### src/rtl/duck_palette_pkg.sv
// Shared types and constants for the duck sprite palette controller.
// Optional hit-flash feature is enabled with `define DUCK_PAL_FLASH_EN.
package duck_palette_pkg;

    localparam int unsigned NUM_ENTRIES  = 16;
    localparam int unsigned COLOR_W      = 12;
    localparam int unsigned IDX_W        = $clog2(NUM_ENTRIES);
    localparam int unsigned FLASH_FRAMES = 8;
    localparam int unsigned FLASH_CNT_W  = $clog2(FLASH_FRAMES + 1);

    typedef logic [COLOR_W-1:0] rgb12_t;
    typedef logic [IDX_W-1:0]   pal_idx_t;

    typedef enum logic [1:0] {
        Idle,
        Pending,
        Copy
    } pal_state_e;

    typedef rgb12_t [NUM_ENTRIES-1:0] palette_t;

    localparam pal_idx_t TRANSPARENT_IDX = '0;
    localparam rgb12_t   FLASH_RGB       = 12'hFFF;
    localparam pal_idx_t LAST_IDX        = pal_idx_t'(NUM_ENTRIES - 1);

    // Listed from entry 15 down to entry 0.
    localparam palette_t DEFAULT_PALETTE = {
        {9{12'hAEA}},
        12'h050, 12'h050, 12'hF76, 12'h000, 12'hFFF, 12'hA01,
        12'hAEA
    };

    // Reset colour of one palette entry.
    function automatic rgb12_t default_color(input pal_idx_t idx);
        return DEFAULT_PALETTE[idx];
    endfunction

endpackage

### src/rtl/duck_palette_ctrl_if.sv
// Bundle of pixel-lookup, game-write and commit signals of the palette controller.
// master = game/pixel side driving requests, slave = palette controller.
interface duck_palette_ctrl_if;
    import duck_palette_pkg::*;

    pal_idx_t pix_index;
    rgb12_t   pix_rgb;
    logic     pix_transp;
    logic     vblank;
    logic     wr_valid;
    logic     wr_ready;
    pal_idx_t wr_index;
    rgb12_t   wr_color;
    logic     commit_req;
    logic     busy;
    logic     commit_done;
    logic     flash_trig;

    modport master (
        output pix_index, vblank, wr_valid, wr_index, wr_color, commit_req, flash_trig,
        input  pix_rgb, pix_transp, wr_ready, busy, commit_done
    );

    modport slave (
        input  pix_index, vblank, wr_valid, wr_index, wr_color, commit_req, flash_trig,
        output pix_rgb, pix_transp, wr_ready, busy, commit_done
    );

endinterface

### src/rtl/duck_palette_bank.sv
// One palette bank: register array with one write port and two asynchronous read ports.
// Reset loads the default palette so both banks always start identical.
module duck_palette_bank
    import duck_palette_pkg::*;
(
    input  logic     i_clk,
    input  logic     i_rst,
    input  logic     i_we,
    input  pal_idx_t i_waddr,
    input  rgb12_t   i_wdata,
    input  pal_idx_t i_raddr_a,
    output rgb12_t   o_rdata_a,
    input  pal_idx_t i_raddr_b,
    output rgb12_t   o_rdata_b
);

    rgb12_t r_mem [NUM_ENTRIES];

    // Storage: defaults on reset, single write per cycle; out-of-range writes are dropped.
    always_ff @(posedge i_clk or posedge i_rst) begin
        if (i_rst) begin
            for (int i = 0; i < NUM_ENTRIES; i++) begin
                r_mem[i] <= default_color(pal_idx_t'(i));
            end
        end else if (i_we && (32'(i_waddr) < NUM_ENTRIES)) begin
            r_mem[i_waddr] <= i_wdata;
        end
    end

    // Reads see the pre-write contents, giving read-before-write on a same-cycle hit.
    assign o_rdata_a = r_mem[i_raddr_a];
    assign o_rdata_b = r_mem[i_raddr_b];

endmodule

### src/rtl/duck_palette_ctrl.sv
// Duck sprite palette controller: registered pixel lookup from the active bank, game writes
// into a shadow bank, and a commit that copies shadow->active one entry per cycle starting at
// the next vblank rising edge so colours never change mid-frame.
// Optional hit-flash (`define DUCK_PAL_FLASH_EN): non-transparent pixels go white for
// FLASH_FRAMES frames after flash_trig.
module duck_palette_ctrl
    import duck_palette_pkg::*;
(
    input  logic                i_clk,
    input  logic                i_rst,
    duck_palette_ctrl_if.slave  bus
);

    pal_state_e r_state;
    pal_state_e w_state_d;
    pal_idx_t   r_ptr;
    pal_idx_t   w_ptr_d;
    logic       r_commit_pend;
    logic       w_commit_pend_d;
    logic       r_commit_done;
    logic       w_commit_done_d;
    logic       r_vblank_q;
    logic       w_vb_rise;
    logic       w_copy_we;
    logic       w_wr_fire;
    logic       w_wr_ready;
    logic       w_flash_on;
    rgb12_t     r_pix_rgb;
    logic       r_pix_transp;
    rgb12_t     w_pix_rgb_d;
    rgb12_t     w_shadow_rd;
    rgb12_t     w_active_rd;
    rgb12_t     w_unused_shadow_b;
    rgb12_t     w_unused_active_b;

    assign w_vb_rise  = bus.vblank & ~r_vblank_q;
    assign w_wr_ready = (r_state != Copy);
    assign w_wr_fire  = bus.wr_valid & w_wr_ready;

    duck_palette_bank u_shadow (
        .i_clk     (i_clk),
        .i_rst     (i_rst),
        .i_we      (w_wr_fire),
        .i_waddr   (bus.wr_index),
        .i_wdata   (bus.wr_color),
        .i_raddr_a (r_ptr),
        .o_rdata_a (w_shadow_rd),
        .i_raddr_b (bus.wr_index),
        .o_rdata_b (w_unused_shadow_b)
    );

    duck_palette_bank u_active (
        .i_clk     (i_clk),
        .i_rst     (i_rst),
        .i_we      (w_copy_we),
        .i_waddr   (r_ptr),
        .i_wdata   (w_shadow_rd),
        .i_raddr_a (bus.pix_index),
        .o_rdata_a (w_active_rd),
        .i_raddr_b (r_ptr),
        .o_rdata_b (w_unused_active_b)
    );

    // vblank delay for rising-edge detection.
    always_ff @(posedge i_clk or posedge i_rst) begin
        if (i_rst) begin
            r_vblank_q <= 1'b0;
        end else begin
            r_vblank_q <= bus.vblank;
        end
    end

    // Commit FSM state, copy pointer, queued-commit flag and done pulse.
    always_ff @(posedge i_clk or posedge i_rst) begin
        if (i_rst) begin
            r_state       <= Idle;
            r_ptr         <= '0;
            r_commit_pend <= 1'b0;
            r_commit_done <= 1'b0;
        end else begin
            r_state       <= w_state_d;
            r_ptr         <= w_ptr_d;
            r_commit_pend <= w_commit_pend_d;
            r_commit_done <= w_commit_done_d;
        end
    end

    // Next-state logic: wait for a vblank edge, then copy one entry per cycle.
    always_comb begin
        w_state_d       = r_state;
        w_ptr_d         = r_ptr;
        w_commit_pend_d = r_commit_pend;
        w_commit_done_d = 1'b0;
        w_copy_we       = 1'b0;
        unique case (r_state)
            Idle: begin
                // A vb_rise in the same cycle is ignored; the commit waits for the next edge.
                if (bus.commit_req) begin
                    w_state_d = Pending;
                end
            end
            Pending: begin
                if (w_vb_rise) begin
                    w_state_d = Copy;
                    w_ptr_d   = '0;
                end
            end
            Copy: begin
                w_copy_we = 1'b1;
                if (bus.commit_req) begin
                    w_commit_pend_d = 1'b1;
                end
                if (r_ptr == LAST_IDX) begin
                    w_commit_done_d = 1'b1;
                    w_commit_pend_d = 1'b0;
                    w_state_d       = (r_commit_pend || bus.commit_req) ? Pending : Idle;
                end else begin
                    w_ptr_d = r_ptr + 1'b1;
                end
            end
            default: begin
                w_state_d = Idle;
            end
        endcase
    end

`ifdef DUCK_PAL_FLASH_EN
    logic [FLASH_CNT_W-1:0] r_flash_cnt;

    // Hit-flash frame counter: trigger (re)loads, each vblank edge counts down to zero.
    always_ff @(posedge i_clk or posedge i_rst) begin
        if (i_rst) begin
            r_flash_cnt <= '0;
        end else if (bus.flash_trig) begin
            r_flash_cnt <= FLASH_CNT_W'(FLASH_FRAMES);
        end else if (w_vb_rise && (r_flash_cnt != '0)) begin
            r_flash_cnt <= r_flash_cnt - 1'b1;
        end
    end

    assign w_flash_on = (r_flash_cnt != '0);
`else
    logic w_unused_flash_trig;

    assign w_unused_flash_trig = bus.flash_trig;
    assign w_flash_on          = 1'b0;
`endif

    // Flash overrides colour of opaque pixels only; transparency flag is never affected.
    always_comb begin
        w_pix_rgb_d = w_active_rd;
        if (w_flash_on && (bus.pix_index != TRANSPARENT_IDX)) begin
            w_pix_rgb_d = FLASH_RGB;
        end
    end

    // Registered pixel lookup, one cycle after pix_index, independent of commit state.
    always_ff @(posedge i_clk or posedge i_rst) begin
        if (i_rst) begin
            r_pix_rgb    <= '0;
            r_pix_transp <= 1'b0;
        end else begin
            r_pix_rgb    <= w_pix_rgb_d;
            r_pix_transp <= (bus.pix_index == TRANSPARENT_IDX);
        end
    end

    assign bus.pix_rgb     = r_pix_rgb;
    assign bus.pix_transp  = r_pix_transp;
    assign bus.wr_ready    = w_wr_ready;
    assign bus.busy        = (r_state != Idle);
    assign bus.commit_done = r_commit_done;

endmodule

### src/flat_wrapper.sv
// flat-port wrapper written by rule: the top's interface ports become plain ports
module duck_palette_ctrl_flat import duck_palette_pkg::*;
  (i_clk, i_rst, bus_pix_index, bus_vblank, bus_wr_valid, bus_wr_index, bus_wr_color, bus_commit_req, bus_flash_trig, bus_pix_rgb, bus_pix_transp, bus_wr_ready, bus_busy, bus_commit_done);
  duck_palette_ctrl_if bus_i ();
  input  logic i_clk;
  input  logic i_rst;
  input wire logic [$bits(bus_i.pix_index)-1:0] bus_pix_index;
  input wire logic [$bits(bus_i.vblank)-1:0] bus_vblank;
  input wire logic [$bits(bus_i.wr_valid)-1:0] bus_wr_valid;
  input wire logic [$bits(bus_i.wr_index)-1:0] bus_wr_index;
  input wire logic [$bits(bus_i.wr_color)-1:0] bus_wr_color;
  input wire logic [$bits(bus_i.commit_req)-1:0] bus_commit_req;
  input wire logic [$bits(bus_i.flash_trig)-1:0] bus_flash_trig;
  output wire logic [$bits(bus_i.pix_rgb)-1:0] bus_pix_rgb;
  output wire logic [$bits(bus_i.pix_transp)-1:0] bus_pix_transp;
  output wire logic [$bits(bus_i.wr_ready)-1:0] bus_wr_ready;
  output wire logic [$bits(bus_i.busy)-1:0] bus_busy;
  output wire logic [$bits(bus_i.commit_done)-1:0] bus_commit_done;
  assign bus_i.pix_index = bus_pix_index;
  assign bus_i.vblank = bus_vblank;
  assign bus_i.wr_valid = bus_wr_valid;
  assign bus_i.wr_index = bus_wr_index;
  assign bus_i.wr_color = bus_wr_color;
  assign bus_i.commit_req = bus_commit_req;
  assign bus_i.flash_trig = bus_flash_trig;
  assign bus_pix_rgb = bus_i.pix_rgb;
  assign bus_pix_transp = bus_i.pix_transp;
  assign bus_wr_ready = bus_i.wr_ready;
  assign bus_busy = bus_i.busy;
  assign bus_commit_done = bus_i.commit_done;
  duck_palette_ctrl u_core (.i_clk(i_clk), .i_rst(i_rst), .bus(bus_i));
endmodule
### config.mk
export PLATFORM = sky130hd
export DESIGN_NAME = duck_palette_ctrl_flat
export DESIGN_NICKNAME = d
export VERILOG_FILES = /design/src/rtl/duck_palette_pkg.sv /design/src/rtl/duck_palette_ctrl_if.sv /design/src/rtl/duck_palette_bank.sv /design/src/rtl/duck_palette_ctrl.sv /design/src/flat_wrapper.sv
export SDC_FILE = /design/constraint.sdc
export NUM_CORES = 1
export LEC_CHECK = 0
export CAP_MARGIN = 5
export CORE_AREA = 3 3 139 276
export DETAILED_ROUTE_END_ITERATION = 6
export DIE_AREA = 0 0 142 279
export PLACE_DENSITY = 0.65
export SLEW_MARGIN = 20
export SYNTH_ARGS = -nofsm -noshare
export SYNTH_HDL_FRONTEND = slang
export SYNTH_SLANG_ARGS = --single-unit
### constraint.sdc
create_clock -name i_clk -period 20.1 [get_ports i_clk]
set_input_delay 4.02 -clock i_clk [delete_from_list [all_inputs] [get_ports i_clk]]
set_output_delay 4.02 -clock i_clk [all_outputs]
set_load 0.005 [all_outputs]
==> results of run 1 <==
==> worst min path at each step <==
stage / start / end / slack [ps] / depth (start not counted)
3_5_place_dp: u_core.u_shadow.r_mem[132] / u_core.u_shadow.r_mem[132] / 480 / 1
4_1_cts: u_core.u_shadow.r_mem[132] / u_core.u_shadow.r_mem[132] / 500 / 1
6_report: u_core.u_shadow.r_mem[132] / u_core.u_shadow.r_mem[132] / 490 / 1
3_3_place_gp: u_core.u_shadow.r_mem[132] / u_core.u_shadow.r_mem[132] / 470 / 1
2_1_floorplan: u_core.u_shadow.r_mem[132] / u_core.u_shadow.r_mem[132] / 460 / 1
5_1_grt: u_core.u_shadow.r_mem[132] / u_core.u_shadow.r_mem[132] / 500 / 1
==> power breakdown <==
part	internal [mW]	leakage (nW)	switching, mW
registers	1.10	4.77	0.112
logic	0.348	3.17	0.289
clock network	0.436	0.638	0.305
==> Yosys cell counts (all sizes together) (5+ instances only) <==
master | n | share of area [%]
mux4 | 87 | 11
nand2b | 6 | 0.21
inv | 5 | 0.10
buf | 58 | 1.9
dfstp | 196 | 28
dfrtp | 210 | 29
nor2b | 14 | 0.48
nand2 | 19 | 0.39
mux2i | 23 | 1.3
a221oi | 9 | 0.43
nor2 | 13 | 0.27
a21oi | 6 | 0.17
a21o | 9 | 0.37
clkbuf | 21 | 0.43
mux2 | 384 | 24
a221o | 9 | 0.50
==> cells by family (layout without fill, tap and decap cells) <==
logic type / count (synthesis) / after routing
simple gates: 73 / 73
mux: 494 / 494
buf+inv: 84 / 133
compound gates: 38 / 38
fa+ha+maj: 4 / 4
xor+xnor: 1 / 1
flops: 406 / 406
==> final cells by class <==
type                       count  area, um2
fill                        2884      16340
timing repair buffer          62      588.1
tap                          454      568.0
clock inverter                 4      81.33
inverter                       5      26.28
clock buffer                  62       1211
sequential                   406      10410
multi-input combinational    610       7317
==> cells in the final DEF, fill, tap and decap left out, drive strengths merged, types with 2 or more instances in the layout <==
master,n
mux2,384
dfrtp,210
dfstp,196
mux4,87
clkbuf,62
clkdlybuf4s50,38
buf,24
mux2i,23
nand2,19
nor2b,14
nor2,13
a221oi,9
a21o,9
a221o,9
nand2b,6
a21oi,6
inv,5
nor3,4
a211oi,4
ha,4
nand3,3
nor3b,3
nand4b,2
and3,2
and2,2
bufinv,2
clkinv,2
==> sequential cells by signal, summed over array words and instances, names as in the netlist <==
signal / count
u_core.r_commit_pend: 1
u_core.u_shadow.r_mem: 192
u_core.u_active.r_mem: 192
u_core.bus.pix_transp: 1
u_core.r_ptr: 4
u_core.bus.pix_rgb: 12
u_core.r_state: 2
u_core.r_vblank_q: 1
u_core.bus.commit_done: 1
==> worst max-delay path: cells and delay by family <==
| kind | cells | cell delay (ps) |
|---|---|---|
| buffers and inverters | 5 | 2830 |
==> metrics by stage <==
step / util [%] / setup slack (ps)
final: 55.29 / 13540
after global routing: 55.29 / 13120
after CTS: 55.21 / 13470
after detailed placement: 51.67 / 12880
after global placement: 51.67 / 12990
after floorplan: - / 5110
==> routing by layer <==
metal,vias to the layer above,wire length (um)
met5,-,0
met4,0,789
met3,49,773
met2,86,20620
met1,4985,14580
li1,4122,-
==> flow_metrics.tcl, run 1 <==
set metrics [dict create \
    outcome "complete, no violations" \
    drc 0 \
    gp_congestion 0.7318 \
    initial_core_util_pct 49.71 \
    p_leak_nw 8.581 \
    critPathLaunchType "input port" \
    syn-cell-area_um2 18160 \
    fin_crit_ps 6562 \
    p_per_area_nw_per_um2 128.3 \
    drt_iter0_drc 394 \
    yosys_register_bits 406 \
    synthAdderAreaFrac_pct 0.2755 \
    crit_path_end "u_core.u_shadow.r_mem[113]" \
    worstReg2RegStart "u_core.r_ptr[0]" \
    crit_slowest_cell "buf_4" \
    cp_max_fo 136 \
    hold_buffers 0 \
    hpwlAfterDp_um 25230 \
    critPathRequiredTime_ps 20630 \
    rows 99 \
    clock_skew_ps 19.02 \
    worst_setup_path_end_kind "asynchronous set/reset pin" \
    yosysWarnings 0 \
    reg2reg_slack_ps 17650 \
    yosysUniqueCellTypes 37 \
    worstPathCellList "clkdlybuf4s50_1, inv_8, buf_12, buf_16, buf_4" \
    synth_compound_area_share_pct 1.688 \
    num_antenna_cells 0 \
    async_flop_share_pct 100.0 \
    power_mw 2.592 \
    die_y_um 279 \
    synthToLayoutAreaGrowth_pct 11.22 \
    grt_util_all_layers_pct 19.15 \
    htreeDepth 2 \
    die-area_um2 39620 \
    die_x_um 142 \
    wl_per_cell_um 22.94 \
    final_net_count 1151 \
    port_buffers 40 \
    final_cell_area_um2 20200 \
    synth-edff-count 0 \
    overflow 0 \
    grtUsageMet2_pct 35.68 \
    hold_path_class "reg -> reg" \
    reg2reg_depth 3 \
    cts_tree "done" \
    cts_inserted_buffers 36 \
    ios 42 \
    instances_no_fill 1603 \
    vias 9242 \
    hold_slack_ps 494.0 \
    grtUsageMet1_pct 23.19 \
    core_area_um2 36540 \
    busiest_layer "met2" \
    drv_cap 0 \
    grt_pass1_wl_um 58590 \
    grt_pass1_vias 10260 \
    syn_nets 1130 \
    synth_top_family_by_area "multiplexers" \
    firstDrtPassIters 4 \
    antenna_found_initial 0 \
    slowest_delay_ps 840 \
    avgSynthCellArea_um2 16.51 \
    postCtsSetupBuffers 0 \
    timing.final.crit_share_pct 32.65 \
    use_met3_pct 2.262 \
    synth_mux_area_share_pct 35.86 \
    reg2reg_to "u_core.u_active.r_mem[10]" \
    critical_path_arrival_ps 7090 \
    finalHoldViolCount 0 \
    slew_viol_final 0 \
    fin_tns_setup_ps 0 \
    drive_above_1_share_pct 66.14 \
    placed_cells 1536 \
    rsz0062_at_grt "no" \
    tightest_slew_ps 956.7 \
    cts_num_sinks 406 \
    startpoint "i_rst" \
    postRouteAntennaNets 0 \
    clkSlewWorstSetupHoldPaths_ps 60 \
    finalSetupViolCount 0 \
    ys.flop_type "dfrtp_1" \
    crit_type "in -> async" \
    fmax_mhz 152.4 \
    peakVddDrop_v 0.00006304 \
    post_cts_resized 0 \
    cts_buffer_depth 3 \
    viasPerCell 5.765 \
    ys_seq_area_share_pct 57.28 \
    synth_simple_gate_area_share_pct 2.411 \
    drt_wl_total_um 36770 \
    slew_headroom_pct 36.22 \
    synth_xor_area_share_pct 0.04822 \
    clockRootBuffer "clkbuf_16" \
    synth_cells 1100 \
    clkLatencyLatePin_ps 540 \
    grt_max_degree 203 \
    postPlaceCellArea_um2 18880 \
]
No activity file was read; power rests on OpenSTA's default activity.
==> inputs of run 2 (changes only) <==
==> constraint.sdc (replaced) <==
create_clock -name i_clk -period 6.55 [get_ports i_clk]
set_input_delay 1.31 -clock i_clk [delete_from_list [all_inputs] [get_ports i_clk]]
set_output_delay 1.31 -clock i_clk [all_outputs]
set_load 0.005 [all_outputs]
==> run 2 against run 1 <==
Die area unchanged. Largest cell class unchanged. Critical endpoint is now u_core.bus.pix_rgb[4]. Cell count decreased by 0.19%. Global-route usage increased by 0.49 points.
==> flow_metrics.tcl, run 2 (same netlist as run 1, synthesis figures left out) <==
set metrics [dict create \
    outcome "complete, no violations" \
    die_y_um 279 \
    power.switching_mw 2.136 \
    gp_congestion 0.7298 \
    peakVddDrop_v 0.0002186 \
    p_leak_nw 8.471 \
    clock_skew_ps 17.15 \
    die-area_um2 39620 \
    grt_util_all_layers_pct 19.64 \
    finalSetupViolCount 0 \
    critical_path_arrival_ps 3610 \
    clkLatencyLatePin_ps 530 \
    core_area_um2 36540 \
    cp_max_fo 22 \
    drc 0 \
    num_antenna_cells 0 \
    overflow 0 \
    final_cell_mix "mux2_2, dfrtp_1, dfstp_2" \
    fin_crit_ps 3208 \
    slew_headroom_pct 37.89 \
    vias 9317 \
    p_sw_share_pct 27.63 \
    wl_per_cell_um 23.27 \
    critPathRequiredTime_ps 6950 \
    postRouteAntennaNets 0 \
    instances_no_fill 1600 \
    initial_core_util_pct 49.71 \
    final_net_count 1150 \
    postCtsSetupBuffers 0 \
    grt_pass1_wl_um 60100 \
    clkSlewWorstSetupHoldPaths_ps 60 \
    placed_cells 1537 \
    p_per_area_nw_per_um2 386.1 \
    htreeDepth 2 \
    grt_max_degree 163 \
    drive_above_1_share_pct 65.88 \
    cts_tree "done" \
    power_frac_clock_pct 26.4 \
    fmax_mhz 311.8 \
    synthToLayoutAreaGrowth_pct 10.22 \
    viasPerCell 5.823 \
    finish.utilization_pct 54.79 \
    fin_tns_setup_ps 0 \
    drt_wl_total_um 37240 \
    cts_num_sinks 406 \
    internal_power_mw 5.594 \
    critPathLaunchType "input port" \
    finalHoldViolCount 0 \
    final_common_cell "mux2_2" \
    port_buffers 40 \
    cts_inserted_buffers 35 \
    worst_setup_path_end_kind "flop" \
    post_cts_resized 0 \
    hpwlAfterDp_um 25760 \
    p_comb_share_pct 25.6 \
    grt_pass1_vias 10180 \
    hold_slack_ps 501.3 \
    rows 99 \
    slew_viol_final 0 \
    antenna_found_initial 0 \
    cts_buffer_depth 3 \
    ios 42 \
    rsz0062_at_grt "no" \
    fin_ws_ps 3342 \
    die_x_um 142 \
    timing.final.crit_share_pct 48.97 \
    clockRootBuffer "clkbuf_16" \
    tightest_slew_ps 931.6 \
    hold_path_class "reg -> reg" \
    drt_iter0_drc 421 \
    seq_power_share_pct 48.0 \
    firstDrtPassIters 4 \
    drv_cap 0 \
    hold_buffers 0 \
    pre_cts_ws_ps 2799 \
    crit_type "in -> reg" \
]
==> run 2: changes by cell type in the layout (fill, tap and decap cells not counted), sizes merged <==
cell and delta:
inv -1, clkbuf -3, clkinvlp +3, bufinv -2
==> run 2: stage by stage <==
step                power (mW)  instance area, um2
floorplan                5.151               18170
global placement         5.668               18900
detailed placement       5.762               18900
CTS                      7.842               20020
global route             8.162               20020
finish                   7.730               20020
==> run 2: metal layers <==
| layer | global-route usage [%] | up-vias | wire [um] |
|---|---|---|---|
| met2 | 36.23 | 111 | 20860 |
| met3 | 2.279 | 41 | 822 |
| met5 | 0 | - | 0 |
| met4 | 4.532 | 0 | 583 |
| li1 | - | 4119 | - |
| met1 | 24.52 | 5046 | 14980 |
==> run 2: final timing paths <==
kind	from	slack [ps]	cells after the start	end
setup / recovery	bus_pix_index[2]	3340	6	u_core.bus.pix_rgb[4]
hold reg to reg	u_core.u_active.r_mem[64]	500	1	u_core.u_active.r_mem[64]
min in group asynchronous	i_rst	1280	2	u_core.u_active.r_mem[4]
hold / removal	u_core.u_active.r_mem[64]	500	1	u_core.u_active.r_mem[64]
setup reg to reg	u_core.r_ptr[0]	4130	3	u_core.u_active.r_mem[173]
max in group asynchronous	i_rst	3880	3	u_core.r_ptr[0]
==> run 2: layout make-up <==
class / count / area (um2)
fillers: 2926 / 16520
flip-flops and latches: 406 / 10410
multi-input cells: 610 / 7327
clock buffers: 59 / 1099
repair buffers: 62 / 568.0
well taps: 454 / 568.0
clock inverters: 4 / 25.02
inverters: 5 / 22.52
==> run 2: critical path, stage by stage <==
cell,delay [ps]
clkdlybuf4s50_1,460
buf_4,310
nor2b_1,760
a221oi_1,220
a21o_1,200
a221o_1,340
==> run 2: power by group through the flow <==
stage / registers [mW] / clock network, mW / logic (mW)
6_report: 3.71 / 2.04 / 1.98
5_1_grt: 3.80 / 2.21 / 2.15
4_1_cts: 3.71 / 2.12 / 2.01
3_5_place_dp: 3.76 / 0 / 2.00
3_3_place_gp: 3.71 / 0 / 1.95
2_1_floorplan: 3.63 / 0 / 1.52
==> inputs of run 3 (changes only) <==
--- a/config.mk
+++ b/config.mk
@@ -9,7 +9,7 @@
 export CORE_AREA = 3 3 139 276
 export DETAILED_ROUTE_END_ITERATION = 6
 export DIE_AREA = 0 0 142 279
-export PLACE_DENSITY = 0.65
+export PLACE_DENSITY = 0.67
 export SLEW_MARGIN = 20
 export SYNTH_ARGS = -nofsm -noshare
 export SYNTH_HDL_FRONTEND = slang
==> constraint.sdc (replaced) <==
create_clock -name i_clk -period 2.8 [get_ports i_clk]
set_input_delay 0.56 -clock i_clk [delete_from_list [all_inputs] [get_ports i_clk]]
set_output_delay 0.56 -clock i_clk [all_outputs]
set_load 0.005 [all_outputs]
==> run 3 against run 2 <==
Die area stayed put. Combinational power rose by 140%. Cell count up 2.4%. Clock power rose by 150%. Via count up 2.3%. Largest cell class unchanged. Highest routed layer unchanged.
==> flow_metrics.tcl, run 3 (same netlist as run 1, synthesis figures left out) <==
set metrics [dict create \
    outcome "complete, no violations" \
    die_y_um 279 \
    die_x_um 142 \
    initial_core_util_pct 49.71 \
    slew_viol_final 0 \
    overflow 0 \
    timing.final.crit_share_pct 85.80 \
    critPathLaunchType "flop" \
    postCtsSetupBuffers 0 \
    viasPerCell 5.818 \
    cts_buffer_depth 3 \
    grt_pass1_vias 10660 \
    gp_congestion 0.7890 \
    synthToLayoutAreaGrowth_pct 12.98 \
    slew_headroom_pct 44.82 \
    clockRootBuffer "clkbuf_16" \
    critical_path_arrival_ps 1840 \
    drt_wl_total_um 40180 \
    wl_per_cell_um 24.51 \
    fmax_mhz 416.2 \
    crit_type "reg -> out" \
    firstDrtPassIters 5 \
    worstHoldPathCells 1 \
    clkSlewWorstSetupHoldPaths_ps 70 \
    post_cts_resized 0 \
    ios 42 \
    hold_path_class "reg -> reg" \
    power_mw 18.57 \
    rsz0062_at_grt "no" \
    fin_crit_ps 2403 \
    die-area_um2 39620 \
    tightest_slew_ps 825.1 \
    hpwlAfterDp_um 28570 \
    drive_above_1_share_pct 66.67 \
    postPlaceCellArea_um2 19320 \
    clock_skew_ps 19.82 \
    reg2reg_depth 6 \
    finalSetupViolCount 0 \
    num_antenna_cells 0 \
    final_common_cell "mux2_2" \
    cts_num_sinks 406 \
    worst_setup_path_end_kind "output port" \
    postRouteAntennaNets 0 \
    p_leak_nw 8.731 \
    clkLatencyLatePin_ps 540 \
    hold_buffers 0 \
    antenna_found_initial 0 \
    finish.utilization_pct 56.16 \
    grt_util_all_layers_pct 21.02 \
    drc 0 \
    final_cell_area_um2 20520 \
    vias 9535 \
    cts_inserted_buffers 37 \
    grt_pass1_wl_um 63330 \
    drv_cap 0 \
    fin_tns_setup_ps 0 \
    final_net_count 1186 \
    placed_cells 1571 \
    rows 99 \
    cp_max_fo 7 \
    p_per_area_nw_per_um2 905.0 \
    cts_tree "done" \
    port_buffers 40 \
    grt_max_degree 106 \
    final_cell_mix "mux2_2, dfrtp_1, dfstp_2" \
    core_area_um2 36540 \
    htreeDepth 2 \
    critPathRequiredTime_ps 2240 \
    instances_no_fill 1639 \
    peakVddDrop_v 0.0004712 \
    drt_iter0_drc 433 \
    finalHoldViolCount 0 \
]
[run 3: changes by cell type in the layout (fill, tap and decap cells not counted)]
cell,before,now
buf_4,21,41
buf_12,1,15
nor2_1,9,13
nor2_2,4,0
clkinv_2,2,5
bufinv_16,0,2
clkbuf_8,9,7
clkinv_8,0,2
clkinvlp_4,3,2
inv_6,0,1
[run 3: power breakdown]
group          internal (mW)  leakage [nW]  switching, mW
clock network           2.85         0.588           2.21
logic                   2.58          3.37           2.20
registers               7.91          4.77          0.824
total                   13.3          8.73           5.23
[run 3: routing by layer]
| layer | track usage, % | vias up | part of all wire [%] |
|---|---|---|---|
| met4 | 6.034 | 0 | 2.7 |
| met1 | 24.75 | 5138 | 38 |
| met2 | 39.62 | 142 | 57 |
| li1 | - | 4196 | - |
| met3 | 2.571 | 59 | 2.6 |
| met5 | 0 | - | 0 |
[run 3: worst max-delay path, stage by stage, from the launching register on]
cell and delay (ps):
dfrtp_1 420, nor2b_1 160, inv_2 190, clkdlybuf4s50_1 540
[run 3: area by class of cell]
cell class	instances	area (um2)
Clock buffer	57	1071
Clock inverter	11	133.9
Fill cell	2899	16020
Inverter	5	22.52
Multi-Input combinational cell	610	7317
Sequential cell	406	10410
Tap cell	454	568.0
Timing Repair Buffer	96	998.5
[run 3: metrics by stage]
stage | setup WS, ps | hold slack [ps]
after global placement | 332.3 | 468.5
after global routing | 326.3 | 487.0
final | 397.5 | 501.0
after detailed placement | 338.3 | 484.9
after CTS | 377.2 | 482.1
after floorplan | -3070 | 459.5
[run 3: worst paths after layout]
check	start	end	slack, ps
max reg2reg	u_core.r_state[1]	u_core.u_shadow.r_mem[162]	720
min reg2reg	u_core.u_active.r_mem[70]	u_core.u_active.r_mem[70]	500
min in group asynchronous	i_rst	u_core.u_active.r_mem[128]	580
max	u_core.r_state[1]	bus_wr_ready	400
min	u_core.u_active.r_mem[70]	u_core.u_active.r_mem[70]	500
max in group asynchronous	i_rst	u_core.u_shadow.r_mem[179]	1670
